### src/rtl/jam_param_if.sv
// Bus bundle for the job-assignment engine: run handshake, cost-memory
// read port and result outputs. The host drives Start/Mode and returns
// Cost one cycle after each W/J address. The engine drives everything else.
interface jam_param_if #(
  parameter int N    = 8,
  parameter int CW   = 8,
  parameter int CNTW = 16
);
  localparam int IW = $clog2(N);
  localparam int SW = CW + $clog2(N);

  logic              Start;
  logic              Mode;
  logic [IW-1:0]     W;
  logic [IW-1:0]     J;
  logic [CW-1:0]     Cost;
  logic              Busy;
  logic              Valid;
  logic [CNTW-1:0]   MatchCount;
  logic [SW-1:0]     MinCost;
  logic [N*IW-1:0]   BestPerm;

  // Host side: starts runs, serves the cost memory, collects results.
  modport master (
    output Start, Mode, Cost,
    input  W, J, Busy, Valid, MatchCount, MinCost, BestPerm
  );

  // Engine side.
  modport slave (
    input  Start, Mode, Cost,
    output W, J, Busy, Valid, MatchCount, MinCost, BestPerm
  );
endinterface

### src/rtl/jam_param.sv
// Exhaustive N x N job-assignment engine. It walks every permutation in
// lexicographic order. For each one it reads N costs from an external
// memory with one cycle of read latency and accumulates the total. It keeps
// the optimum (minimum or maximum), the number of permutations that reach
// it, and the first permutation that reached it.
// Cycle budget per permutation: N READ + 1 DRAIN + 1 UPDATE.
module jam_param #(
  parameter int N    = 8,
  parameter int CW   = 8,
  parameter int CNTW = 16
) (
  input  logic       CLK,
  input  logic       RST,
  jam_param_if.slave bus
);

  localparam int IW = $clog2(N);
  localparam int SW = CW + $clog2(N);

  localparam logic [2:0] S_IDLE   = 3'd0;
  localparam logic [2:0] S_READ   = 3'd1;
  localparam logic [2:0] S_DRAIN  = 3'd2;
  localparam logic [2:0] S_UPDATE = 3'd3;
  localparam logic [2:0] S_DONE   = 3'd4;

  // Field k of a permutation is the job given to worker k. Packed so that
  // field k sits at bits [k*IW +: IW], which is the BestPerm layout.
  typedef logic [N-1:0][IW-1:0] perm_t;

  function automatic perm_t identity_perm();
    perm_t p;
    for (int i = 0; i < N; i++) p[i] = IW'(i);
    return p;
  endfunction

  localparam perm_t IDENT = identity_perm();

  // Run state
  logic [2:0]       state_q, state_d;
  logic [IW-1:0]    k_q, k_d;
  logic [SW-1:0]    sum_q, sum_d;
  perm_t            perm_q, perm_d;
  logic             first_q, first_d;
  logic             mode_q, mode_d;

  // Best-so-far tracking
  logic [SW-1:0]    best_q, best_d;
  logic [CNTW-1:0]  cnt_q, cnt_d;
  perm_t            bperm_q, bperm_d;

  // Registered outputs
  logic [IW-1:0]    w_q, w_d;
  logic [IW-1:0]    j_q, j_d;
  logic             valid_q, valid_d;
  logic [CNTW-1:0]  mcount_q, mcount_d;
  logic [SW-1:0]    mincost_q, mincost_d;
  perm_t            bpout_q, bpout_d;

  // Helpers
  logic [IW-1:0]    k_inc;
  perm_t            perm_nxt;
  logic             is_last;
  logic             take_new;

  assign k_inc = k_q + IW'(1);

  // Successor permutation in lexicographic order, and a flag for the last one
  always_comb begin : next_perm
    perm_t perm_sw;
    int    piv;
    int    swp;
    // NOTE: every signal driven here gets a value before any branch.
    // Otherwise a path that skips an assignment would infer a latch.
    perm_sw  = perm_q;
    perm_nxt = perm_q;
    is_last  = 1'b1;
    piv      = 0;
    swp      = 0;
    // Pivot: the rightmost ascent perm[i] < perm[i+1]. The later hit wins.
    for (int i = 0; i < N - 1; i++) begin
      if (perm_q[i] < perm_q[i+1]) begin
        piv     = i;
        is_last = 1'b0;
      end
    end
    // The rightmost element beyond the pivot that is larger than the pivot.
    for (int j = 0; j < N; j++) begin
      if (j > piv && perm_q[j] > perm_q[piv]) swp = j;
    end
    perm_sw[piv] = perm_q[swp];
    perm_sw[swp] = perm_q[piv];
    // The suffix after the pivot is descending. Reversing it gives the
    // smallest arrangement of that suffix.
    for (int t = 0; t < N; t++) begin
      if (t > piv) perm_nxt[t] = perm_sw[N + piv - t];
      else         perm_nxt[t] = perm_sw[t];
    end
  end

  // A completed sum replaces the best when it is the first sum or strictly better
  always_comb begin
    take_new = first_q || (mode_q ? (sum_q > best_q) : (sum_q < best_q));
  end

  // Next-state logic for the sequencer, the accumulator and the result registers
  always_comb begin
    state_d   = state_q;
    k_d       = k_q;
    sum_d     = sum_q;
    perm_d    = perm_q;
    first_d   = first_q;
    mode_d    = mode_q;
    best_d    = best_q;
    cnt_d     = cnt_q;
    bperm_d   = bperm_q;
    w_d       = w_q;
    j_d       = j_q;
    valid_d   = 1'b0;
    mcount_d  = mcount_q;
    mincost_d = mincost_q;
    bpout_d   = bpout_q;

    case (state_q)
      S_IDLE: begin
        w_d = '0;
        j_d = '0;
        if (bus.Start) begin
          state_d = S_READ;
          perm_d  = IDENT;
          k_d     = '0;
          sum_d   = '0;
          first_d = 1'b1;
          mode_d  = bus.Mode;
          // The first address is issued so that it is on W/J in the first READ cycle.
          w_d     = '0;
          j_d     = IDENT[0];
        end
      end

      S_READ: begin
        // Cost in this cycle answers the address of the previous READ.
        if (k_q != '0) sum_d = sum_q + SW'(bus.Cost);
        if (k_q == IW'(N - 1)) begin
          state_d = S_DRAIN;
          w_d     = '0;
          j_d     = '0;
        end else begin
          k_d = k_inc;
          w_d = k_inc;
          j_d = perm_q[k_inc];
        end
      end

      S_DRAIN: begin
        // The last read (worker N-1) returns here.
        sum_d   = sum_q + SW'(bus.Cost);
        state_d = S_UPDATE;
      end

      S_UPDATE: begin
        if (take_new) begin
          best_d  = sum_q;
          cnt_d   = CNTW'(1);
          bperm_d = perm_q;
          first_d = 1'b0;
        end else if (sum_q == best_q) begin
          // A tie keeps the earlier permutation and counts up, saturating.
          if (cnt_q != '1) cnt_d = cnt_q + CNTW'(1);
        end
        if (is_last) begin
          state_d   = S_DONE;
          valid_d   = 1'b1;
          mcount_d  = cnt_d;
          mincost_d = best_d;
          bpout_d   = bperm_d;
          w_d       = '0;
          j_d       = '0;
        end else begin
          state_d = S_READ;
          perm_d  = perm_nxt;
          k_d     = '0;
          sum_d   = '0;
          w_d     = '0;
          j_d     = perm_nxt[0];
        end
      end

      S_DONE: begin
        // A Start in this cycle is dropped. Only IDLE accepts a Start.
        state_d = S_IDLE;
      end

      default: state_d = S_IDLE;
    endcase
  end

  // State and output registers. Reset clears everything, including earlier results.
  always_ff @(posedge CLK or posedge RST) begin
    if (RST) begin
      state_q   <= S_IDLE;
      k_q       <= '0;
      sum_q     <= '0;
      perm_q    <= '0;
      first_q   <= 1'b0;
      mode_q    <= 1'b0;
      best_q    <= '0;
      cnt_q     <= '0;
      bperm_q   <= '0;
      w_q       <= '0;
      j_q       <= '0;
      valid_q   <= 1'b0;
      mcount_q  <= '0;
      mincost_q <= '0;
      bpout_q   <= '0;
    end else begin
      // NOTE: non-blocking assignments make every register here sample
      // pre-edge values. This holds whatever order the statements are in.
      state_q   <= state_d;
      k_q       <= k_d;
      sum_q     <= sum_d;
      perm_q    <= perm_d;
      first_q   <= first_d;
      mode_q    <= mode_d;
      best_q    <= best_d;
      cnt_q     <= cnt_d;
      bperm_q   <= bperm_d;
      w_q       <= w_d;
      j_q       <= j_d;
      valid_q   <= valid_d;
      mcount_q  <= mcount_d;
      mincost_q <= mincost_d;
      bpout_q   <= bpout_d;
    end
  end

  assign bus.W          = w_q;
  assign bus.J          = j_q;
  assign bus.Busy       = (state_q != S_IDLE);
  assign bus.Valid      = valid_q;
  assign bus.MatchCount = mcount_q;
  assign bus.MinCost    = mincost_q;
  assign bus.BestPerm   = bpout_q;

endmodule

### src/flat_wrapper.sv
// flat-port wrapper written by rule: the top's interface ports become plain ports
module jam_param_flat 
#(
  parameter int N    = 8,
  parameter int CW   = 8,
  parameter int CNTW = 16
)
  (CLK, RST, bus_Start, bus_Mode, bus_Cost, bus_W, bus_J, bus_Busy, bus_Valid, bus_MatchCount, bus_MinCost, bus_BestPerm);
  jam_param_if #(.N(N), .CW(CW), .CNTW(CNTW)) bus_i ();
  input  logic CLK;
  input  logic RST;
  input wire logic [$bits(bus_i.Start)-1:0] bus_Start;
  input wire logic [$bits(bus_i.Mode)-1:0] bus_Mode;
  input wire logic [$bits(bus_i.Cost)-1:0] bus_Cost;
  output wire logic [$bits(bus_i.W)-1:0] bus_W;
  output wire logic [$bits(bus_i.J)-1:0] bus_J;
  output wire logic [$bits(bus_i.Busy)-1:0] bus_Busy;
  output wire logic [$bits(bus_i.Valid)-1:0] bus_Valid;
  output wire logic [$bits(bus_i.MatchCount)-1:0] bus_MatchCount;
  output wire logic [$bits(bus_i.MinCost)-1:0] bus_MinCost;
  output wire logic [$bits(bus_i.BestPerm)-1:0] bus_BestPerm;
  assign bus_i.Start = bus_Start;
  assign bus_i.Mode = bus_Mode;
  assign bus_i.Cost = bus_Cost;
  assign bus_W = bus_i.W;
  assign bus_J = bus_i.J;
  assign bus_Busy = bus_i.Busy;
  assign bus_Valid = bus_i.Valid;
  assign bus_MatchCount = bus_i.MatchCount;
  assign bus_MinCost = bus_i.MinCost;
  assign bus_BestPerm = bus_i.BestPerm;
  jam_param #(.N(N), .CW(CW), .CNTW(CNTW)) u_core (.CLK(CLK), .RST(RST), .bus(bus_i));
endmodule
### config.mk
export PLATFORM = sky130hd
export DESIGN_NAME = jam_param_flat
export DESIGN_NICKNAME = d
export VERILOG_FILES = /design/src/rtl/jam_param_if.sv /design/src/rtl/jam_param.sv /design/src/flat_wrapper.sv
export SDC_FILE = /design/constraint.sdc
export NUM_CORES = 1
export LEC_CHECK = 0
export ABC_CLOCK_PERIOD_IN_PS = 9390
export BUFFER_PORTS_ARGS = -buffer_cell sky130_fd_sc_hd__clkbuf_2
export CELL_PAD_IN_SITES_DETAIL_PLACEMENT = 0
export CELL_PAD_IN_SITES_GLOBAL_PLACEMENT = 1
export CORE_UTILIZATION = 45
export CTS_BUF_LIST = sky130_fd_sc_hd__clkbuf_2 sky130_fd_sc_hd__clkbuf_4 sky130_fd_sc_hd__clkbuf_8
export DETAILED_ROUTE_END_ITERATION = 16
export HOLD_SLACK_MARGIN = 0.03
export PLACE_DENSITY_LB_ADDON = 0.1
export SLEW_MARGIN = 0
export SYNTH_ARGS = -nofsm -noshare
export SYNTH_HDL_FRONTEND = slang
export SYNTH_SLANG_ARGS = --single-unit
### constraint.sdc
create_clock -name CLK -period 9.39 [get_ports CLK]
set_input_delay 0.4695 -clock CLK [delete_from_list [all_inputs] [get_ports CLK]]
set_output_delay 0.4695 -clock CLK [all_outputs]
set_load 0.005 [all_outputs]
==> impl_metrics.py, run 1 <==
metrics = {
    "run_status": {
        "status": "completed",
    },
    "critical_path": {
        "worst_setup_path_end_kind": "flop",
        "worst-path-max-fanout": 25,
        "timing.critical_path.buf_inv": 4,
        "reg2reg_from": "u_core.perm_q[20]",
        "crit_path_start_kind": "flop",
        "worst-setup-path-type": "flop to flop",
        "cp_depth": 24,
        "cp_data_arrival_time_ns": 8.50,
        "critical_path.endpoint": "u_core.perm_q[4]",
        "crit_required_ns": 9.74,
        "critical_path.top_delay_family": "compound AO/OA/AOI/OAI gates",
        "cell_type_with_the_highest_occurrence_count_on_the_critical_path": "sky130_fd_sc_hd__inv_1",
        "worst-r2r-cell-count": 24,
        "setup.reg_to_reg.worst_slack_ns": 1.25,
        "cp_startpoint": "u_core.perm_q[20]",
        "critical_path.max_stage_delay_ns": 0.74,
        "reg2reg_end": "u_core.perm_q[4]",
        "timing.critical_path.cells": "inv_1 > ha_1 > a21oi_1 > o21ai_4 > o211ai_1 > nand2_1 > inv_1 > a211oi_1 > a31o_2 > o21ai_0 > buf_4 > inv_1 > ha_1 > nand2_1 > nor2_1 > nor4_1 > o21a_1 > or2_0 > and2_1 > o21ai_0 > mux4_2 > o211a_1 > o21a_1 > a311o_1",
        "master_of_the_slowest_instance_on_the_critical_path": "sky130_fd_sc_hd__inv_1",
    },
    "clocking": {
        "clock_transition_time_at_the_flip_flop_clock_pins_of_the_worst_setup_and_hold_paths_ns": 0.11,
        "cts_buffer_depth": 2,
        "clock_latency_ns": 0.47,
        "cts_num_sinks": 152,
        "cts_bufs_inserted": 17,
        "cts_setup_buffers": 0,
        "cts_resized": 0,
        "count_of_hold_fix_buffers_inserted_at_cts": 0,
        "cts_tree": "yes",
        "clk_root_buffer_cell": "sky130_fd_sc_hd__clkbuf_8",
        "htreeDepth": 4,
    },
    "detailed_routing": {
        "vias": 10848,
        "viasPerCell": 6.40,
        "drtIter0Drc": 1246,
        "firstDrtPassIters": 6,
        "final_routed_wire_length_divided_by_cell_count_um": 24.6,
        "antenna_left": 0,
        "drc_violation_count_after_routing": 0,
        "total_wire_length_mm": 41.7,
    },
    "grt": {
        "via_count_of_the_first_global_routing_pass": 10206,
        "aggregate_global_routing_overflow": 0,
        "global_route.usage.met2": 0.528,
        "grt_max_degree": 105,
        "grt_antenna_before_repair": 1,
        "global_route.peak_usage_layer": "met2",
        "grt_util_met3": 0.0573,
        "track_usage": 0.329,
        "grt_pass1_wl_mm": 64.0,
        "grtUsageMet1": 0.433,
    },
    "logic_synthesis": {
        "synth_edf_count": 0,
        "net_count_after_synthesis": 1390,
        "yosysUniqueCellTypes": 106,
        "total_of_flip_flops_plus_latches_after_synthesis": 152,
        "syn-instance-count": 1318,
        "netlist_area_um2": 11300,
        "post_synth_main_area_contributors": "sky130_fd_sc_hd__dfrtp_1 (34%), sky130_fd_sc_hd__ha_1 (6.5%), sky130_fd_sc_hd__o21ai_0 (5.7%), sky130_fd_sc_hd__nand2_1 (5.3%), sky130_fd_sc_hd__a21oi_1 (3.9%)",
        "yosys.area.top_type_share": 0.336,
        "dominantRegCellSynth": "sky130_fd_sc_hd__dfrtp_1",
        "library_cell_with_the_largest_summed_area_after_synthesis": "sky130_fd_sc_hd__dfrtp_1",
        "synth_async_sr_flop_share": 1.00,
        "fraction_of_the_yosys_area_taken_by_sequential_cells": 0.336,
        "postSynthAreaPerCell_um2": 8.58,
        "synth_warnings": 0,
    },
    "sta": {
        "achievable_frequency_mhz": 123,
        "finalClockSkew_ns": 0.0239,
        "finalHoldViolCount": 0,
        "rsz0062_at_grt": "false",
        "timing.final.max_slew_violations": 0,
        "finalCritPeriodShare": 0.867,
        "maxSlewHeadroom": 0.306,
        "tightest_slew_ns": 1.03,
        "post-route-min-period_ns": 8.14,
        "report.final.setup_viol": 0,
        "totalNegativeSetupSlack_ns": 0,
    },
    "floorplan": {
        "initial_utilization": 0.462,
        "die-height_um": 161,
        "fp.dieW_um": 161,
        "floorplan.rows": 57,
        "die-area_um2": 25800,
        "design.portCount": 71,
        "fp.coreArea_um2": 24500,
    },
    "flow_run": {
        "max-cap-violations": 0,
    },
    "final_layout": {
        "layout-area-overhead-vs-synth_pct": 9.33,
        "post_layout_nets": 1429,
        "layout_commonest_cell": "sky130_fd_sc_hd__nand2_1",
        "insertedDiodeCount": 0,
        "fillerInstances": 2375,
        "layout_common_cells": "sky130_fd_sc_hd__nand2_1 (158), sky130_fd_sc_hd__dfrtp_1 (152), sky130_fd_sc_hd__o21ai_0 (129)",
        "drive_above_1_share": 0.161,
    },
    "placement": {
        "hpwl_mm": 30.4,
        "routabilityCongestion": 1.01,
        "io_buffers": 70,
    },
    "min_path": {
        "timing.hold.worst.class": "input port to async pin",
    },
}
## layout make-up
cell class / count / area (um^2) / area share
timing repair buffer: 92 / 515 / 0.0417
clock buffer: 17 / 234 / 0.0189
sequential: 152 / 3800 / 0.308
tap: 324 / 405 / 0.0328
clock inverter: 15 / 175 / 0.0142
multi-input combinational: 1022 / 6950 / 0.562
inverter: 72 / 275 / 0.0223
## logic make-up (layout without fill, tap and decap cells)
| kind of cell | Yosys count | count (layout) | share of synthesized area |
|---|---|---|---|
| xor gates and xnor gates | 23 | 23 | 0.0178 |
| AOI/OAI and AO/OA | 455 | 455 | 0.278 |
| muxes | 64 | 64 | 0.0756 |
| adders and majority gates | 60 | 60 | 0.0671 |
| and+or+nand+nor | 420 | 420 | 0.175 |
| buffers and inverters | 144 | 196 | 0.0505 |
| DFF | 152 | 152 | 0.336 |
## worst reg2reg max path, delay by kind of cell, from the launching register on
family | cells | cell delay [ns]
compound gates | 11 | 2.48
fa+ha+maj | 2 | 0.80
buf+inv | 4 | 1.57
flops | 1 | 0.68
mux | 1 | 0.56
simple gates | 6 | 1.95
## cell usage after synthesis, types with 9 or more instances
master,instances
sky130_fd_sc_hd__a31oi_1,18
sky130_fd_sc_hd__o21a_1,18
sky130_fd_sc_hd__clkbuf_1,58
sky130_fd_sc_hd__nor3_1,22
sky130_fd_sc_hd__nand4_1,15
sky130_fd_sc_hd__and2_1,9
sky130_fd_sc_hd__a21oi_1,88
sky130_fd_sc_hd__o21ai_0,129
sky130_fd_sc_hd__a211o_1,9
sky130_fd_sc_hd__nand3_1,46
sky130_fd_sc_hd__mux2i_1,22
sky130_fd_sc_hd__nand2_1,159
sky130_fd_sc_hd__a211oi_1,13
sky130_fd_sc_hd__dfrtp_1,152
sky130_fd_sc_hd__ha_1,59
sky130_fd_sc_hd__o211ai_1,25
sky130_fd_sc_hd__mux2_2,27
sky130_fd_sc_hd__nand2b_1,10
sky130_fd_sc_hd__xnor2_1,18
sky130_fd_sc_hd__inv_1,69
sky130_fd_sc_hd__a21o_1,9
sky130_fd_sc_hd__nor2_1,99
sky130_fd_sc_hd__o31ai_1,29
sky130_fd_sc_hd__mux4_2,14
## routing by layer
metal | up-vias | share of wire | wire length, um
met1 | 5222 | 0.42 | 17600
met5 | - | 0.00031 | 13
met4 | 2 | 0.051 | 2140
met2 | 541 | 0.45 | 18700
met3 | 128 | 0.079 | 3280
li1 | 4955 | - | -
## worst min-delay path by stage
stage                    start           endpoint  slack [ns]  depth (start not counted)
6_report                   RST   u_core.perm_q[7]        0.13                          2
5_1_grt                    RST   u_core.perm_q[2]        0.21                          2
4_1_cts                    RST  u_core.perm_q[18]        0.17                          2
3_5_place_dp   u_core.bus.W[1]    u_core.bus.W[1]        0.46                          2
3_3_place_gp   u_core.bus.W[1]    u_core.bus.W[1]        0.46                          2
2_1_floorplan  u_core.bus.W[1]    u_core.bus.W[1]        0.47                          2
## registers in the layout (all words and copies together) (netlist names)
register and flops:
u_core.bperm_q 24, u_core.bus.BestPerm 24, u_core.perm_q 24, u_core.bus.MatchCount 16, u_core.cnt_q 16, u_core.best_q 11, u_core.bus.MinCost 11, u_core.sum_q 11
u_core.bus.J 3, u_core.bus.W 3, u_core.k_q 3, u_core.state_q 3, u_core.bus.Valid 1, u_core.first_q 1, u_core.mode_q 1
## metrics by stage
step	std cells	utilization	hold slack, ns	setup WS, ns	instance area, um^2
after floorplan	1318	-	0.471	3.73	11300
after global placement	1662	0.489	0.460	1.51	12000
after detailed placement	1662	0.489	0.462	1.48	12000
after CTS	1694	0.505	0.167	1.47	12400
after global routing	1694	0.505	0.206	0.930	12400
final	1694	0.505	0.129	1.25	12400
Power of run 1 is left out: the tool's default activity adds up to more than one toggle a clock period on the data nets, which glitch-free logic cannot reach.
==> run 2, diff against run 1 <==
PLACE_DENSITY_LB_ADDON = 0.25   (was 0.1)
==> run 2 against run 1 <==
Against the previous run: final area about the same; clock skew is 0.0047 ns lower; sequential share of layout area is essentially flat; register-to-register slack better by 0.15 ns; via count is essentially flat; non-clock buffer count is 1 higher; maximum frequency grew 1.9%; worst setup slack improved by 0.15 ns; global-route usage hardly changed; worst hold slack better by 0.021 ns; critical path type unchanged; critical endpoint is now u_core.perm_q[3]; highest routed layer is now met4.
==> impl_metrics.py, run 2 (synthesized netlist as in run 1, its figures left out) <==
metrics = {
    "sta": {
        "maxSlewHeadroom": 0.241,
        "tightest_slew_ns": 1.14,
        "rsz0062_at_grt": "false",
        "achievable_frequency_mhz": 125,
        "finalHoldViolCount": 0,
        "report.final.setup_viol": 0,
        "finalClockSkew_ns": 0.0191,
        "post-route-min-period_ns": 7.99,
        "totalNegativeSetupSlack_ns": 0,
        "finalCritPeriodShare": 0.851,
        "timing.final.max_slew_violations": 0,
    },
    "floorplan": {
        "die-area_um2": 25800,
        "floorplan.rows": 57,
        "design.portCount": 71,
        "fp.dieW_um": 161,
        "initial_utilization": 0.462,
        "fp.coreArea_um2": 24500,
        "die-height_um": 161,
    },
    "placement": {
        "routabilityCongestion": 1.04,
        "io_buffers": 70,
        "hpwl_mm": 30.8,
    },
    "critical_path": {
        "cp_startpoint": "u_core.perm_q[13]",
        "reg2reg_from": "u_core.perm_q[13]",
        "cp_data_arrival_time_ns": 8.28,
        "crit_required_ns": 9.68,
        "setup.reg_to_reg.worst_slack_ns": 1.40,
        "worst-setup-path-type": "flop to flop",
        "worst-path-max-fanout": 25,
        "worst_setup_path_end_kind": "flop",
        "crit_path_start_kind": "flop",
    },
    "clocking": {
        "cts_resized": 0,
        "clock_transition_time_at_the_flip_flop_clock_pins_of_the_worst_setup_and_hold_paths_ns": 0.10,
        "cts_setup_buffers": 0,
        "cts_bufs_inserted": 17,
        "htreeDepth": 4,
        "cts_tree": "yes",
        "count_of_hold_fix_buffers_inserted_at_cts": 0,
        "clk_root_buffer_cell": "sky130_fd_sc_hd__clkbuf_8",
        "cts_buffer_depth": 2,
        "cts_num_sinks": 152,
        "clock_latency_ns": 0.47,
    },
    "detailed_routing": {
        "drc_violation_count_after_routing": 0,
        "total_wire_length_mm": 42.1,
        "firstDrtPassIters": 5,
        "viasPerCell": 6.40,
        "antenna_left": 0,
        "vias": 10842,
        "final_routed_wire_length_divided_by_cell_count_um": 24.8,
        "drtIter0Drc": 1165,
    },
    "grt": {
        "grt_pass1_wl_mm": 63.6,
        "grt_antenna_before_repair": 0,
        "via_count_of_the_first_global_routing_pass": 10209,
        "aggregate_global_routing_overflow": 0,
        "track_usage": 0.328,
        "grt_max_degree": 105,
    },
    "final_layout": {
        "layout.area.seq_um2": 3800,
        "layout-area-overhead-vs-synth_pct": 9.43,
        "insertedDiodeCount": 0,
        "layout_common_cells": "sky130_fd_sc_hd__nand2_1 (158), sky130_fd_sc_hd__dfrtp_1 (152), sky130_fd_sc_hd__o21ai_0 (129)",
        "area_taken_by_multi_input_logic_gates_um2": 6950,
        "layout_commonest_cell": "sky130_fd_sc_hd__nand2_1",
        "drive_above_1_share": 0.162,
        "post_layout_nets": 1430,
        "fillerInstances": 2341,
    },
    "min_path": {
        "timing.hold.worst.class": "input port to async pin",
    },
    "run_status": {
        "status": "completed",
    },
    "flow_run": {
        "max-cap-violations": 0,
    },
}
==> run 2: changes by cell type in the layout (fill, tap and decap cells not counted), sizes merged <==
cell | before | now
clkinvlp | 3 | 0
buf | 22 | 23
clkinv | 6 | 3
inv | 78 | 82
bufinv | 0 | 2
==> run 2: final timing paths <==
kind	endpoint	cells after the start
min in group CLK	u_core.mode_q	3
worst min register to register	u_core.bus.MatchCount[1]	2
worst min-delay path	u_core.perm_q[8]	2
worst max register to register	u_core.perm_q[3]	24
worst max-delay path	u_core.perm_q[3]	24
max in group asynchronous	u_core.bus.BestPerm[17]	3
==> run 2: worst max-delay path: stages (launching register included) <==
cell and delay (ns):
sky130_fd_sc_hd__dfrtp_1 0.66, sky130_fd_sc_hd__inv_1 0.24, sky130_fd_sc_hd__ha_1 0.34, sky130_fd_sc_hd__nand2_1 0.09
sky130_fd_sc_hd__o21a_1 0.23, sky130_fd_sc_hd__o211ai_1 0.39, sky130_fd_sc_hd__nand2_1 0.36, sky130_fd_sc_hd__inv_1 0.78
sky130_fd_sc_hd__a211oi_1 0.17, sky130_fd_sc_hd__a31o_2 0.25, sky130_fd_sc_hd__o21ai_0 0.15, sky130_fd_sc_hd__buf_4 0.23
sky130_fd_sc_hd__inv_1 0.25, sky130_fd_sc_hd__ha_1 0.40, sky130_fd_sc_hd__and2_1 0.16, sky130_fd_sc_hd__nand2_1 0.06
sky130_fd_sc_hd__a21oi_1 0.13, sky130_fd_sc_hd__a2bb2oi_1 0.30, sky130_fd_sc_hd__or2_0 0.48, sky130_fd_sc_hd__nand4_1 0.64
sky130_fd_sc_hd__o221a_2 0.49, sky130_fd_sc_hd__o21a_1 0.22, sky130_fd_sc_hd__and2_1 0.24, sky130_fd_sc_hd__a311oi_1 0.42
sky130_fd_sc_hd__a211oi_1 0.10
==> run 2: final cells by class <==
class / instances / area share
clock buffers: 17 / 0.0189
well taps: 324 / 0.0328
inverters: 72 / 0.0222
repair buffers: 93 / 0.0423
clock inverters: 15 / 0.0145
multi-input cells: 1022 / 0.562
flip-flops and latches: 152 / 0.307
==> run 2: metal layers <==
layer	vias up	wire (um)	track usage	part of all wire
li1	4959	-	-	-
met1	5209	17900	0.430	0.42
met2	544	18900	0.518	0.45
met3	130	2950	0.0545	0.070
met4	0	2410	0.177	0.057
met5	-	0	0	0
==> run 2: per-stage QoR <==
stage / instance area, um^2 / setup WS (ns) / hold WS, ns / instances / util
2_1_floorplan: 11300 / 3.73 / 0.471 / 1318 / -
3_3_place_gp: 12000 / 1.75 / 0.461 / 1663 / 0.489
3_5_place_dp: 12000 / 1.71 / 0.462 / 1663 / 0.489
4_1_cts: 12400 / 1.65 / 0.207 / 1695 / 0.506
5_1_grt: 12400 / 0.961 / 0.228 / 1695 / 0.506
6_report: 12400 / 1.40 / 0.151 / 1695 / 0.506
Power of run 2 is left out for the same reason.
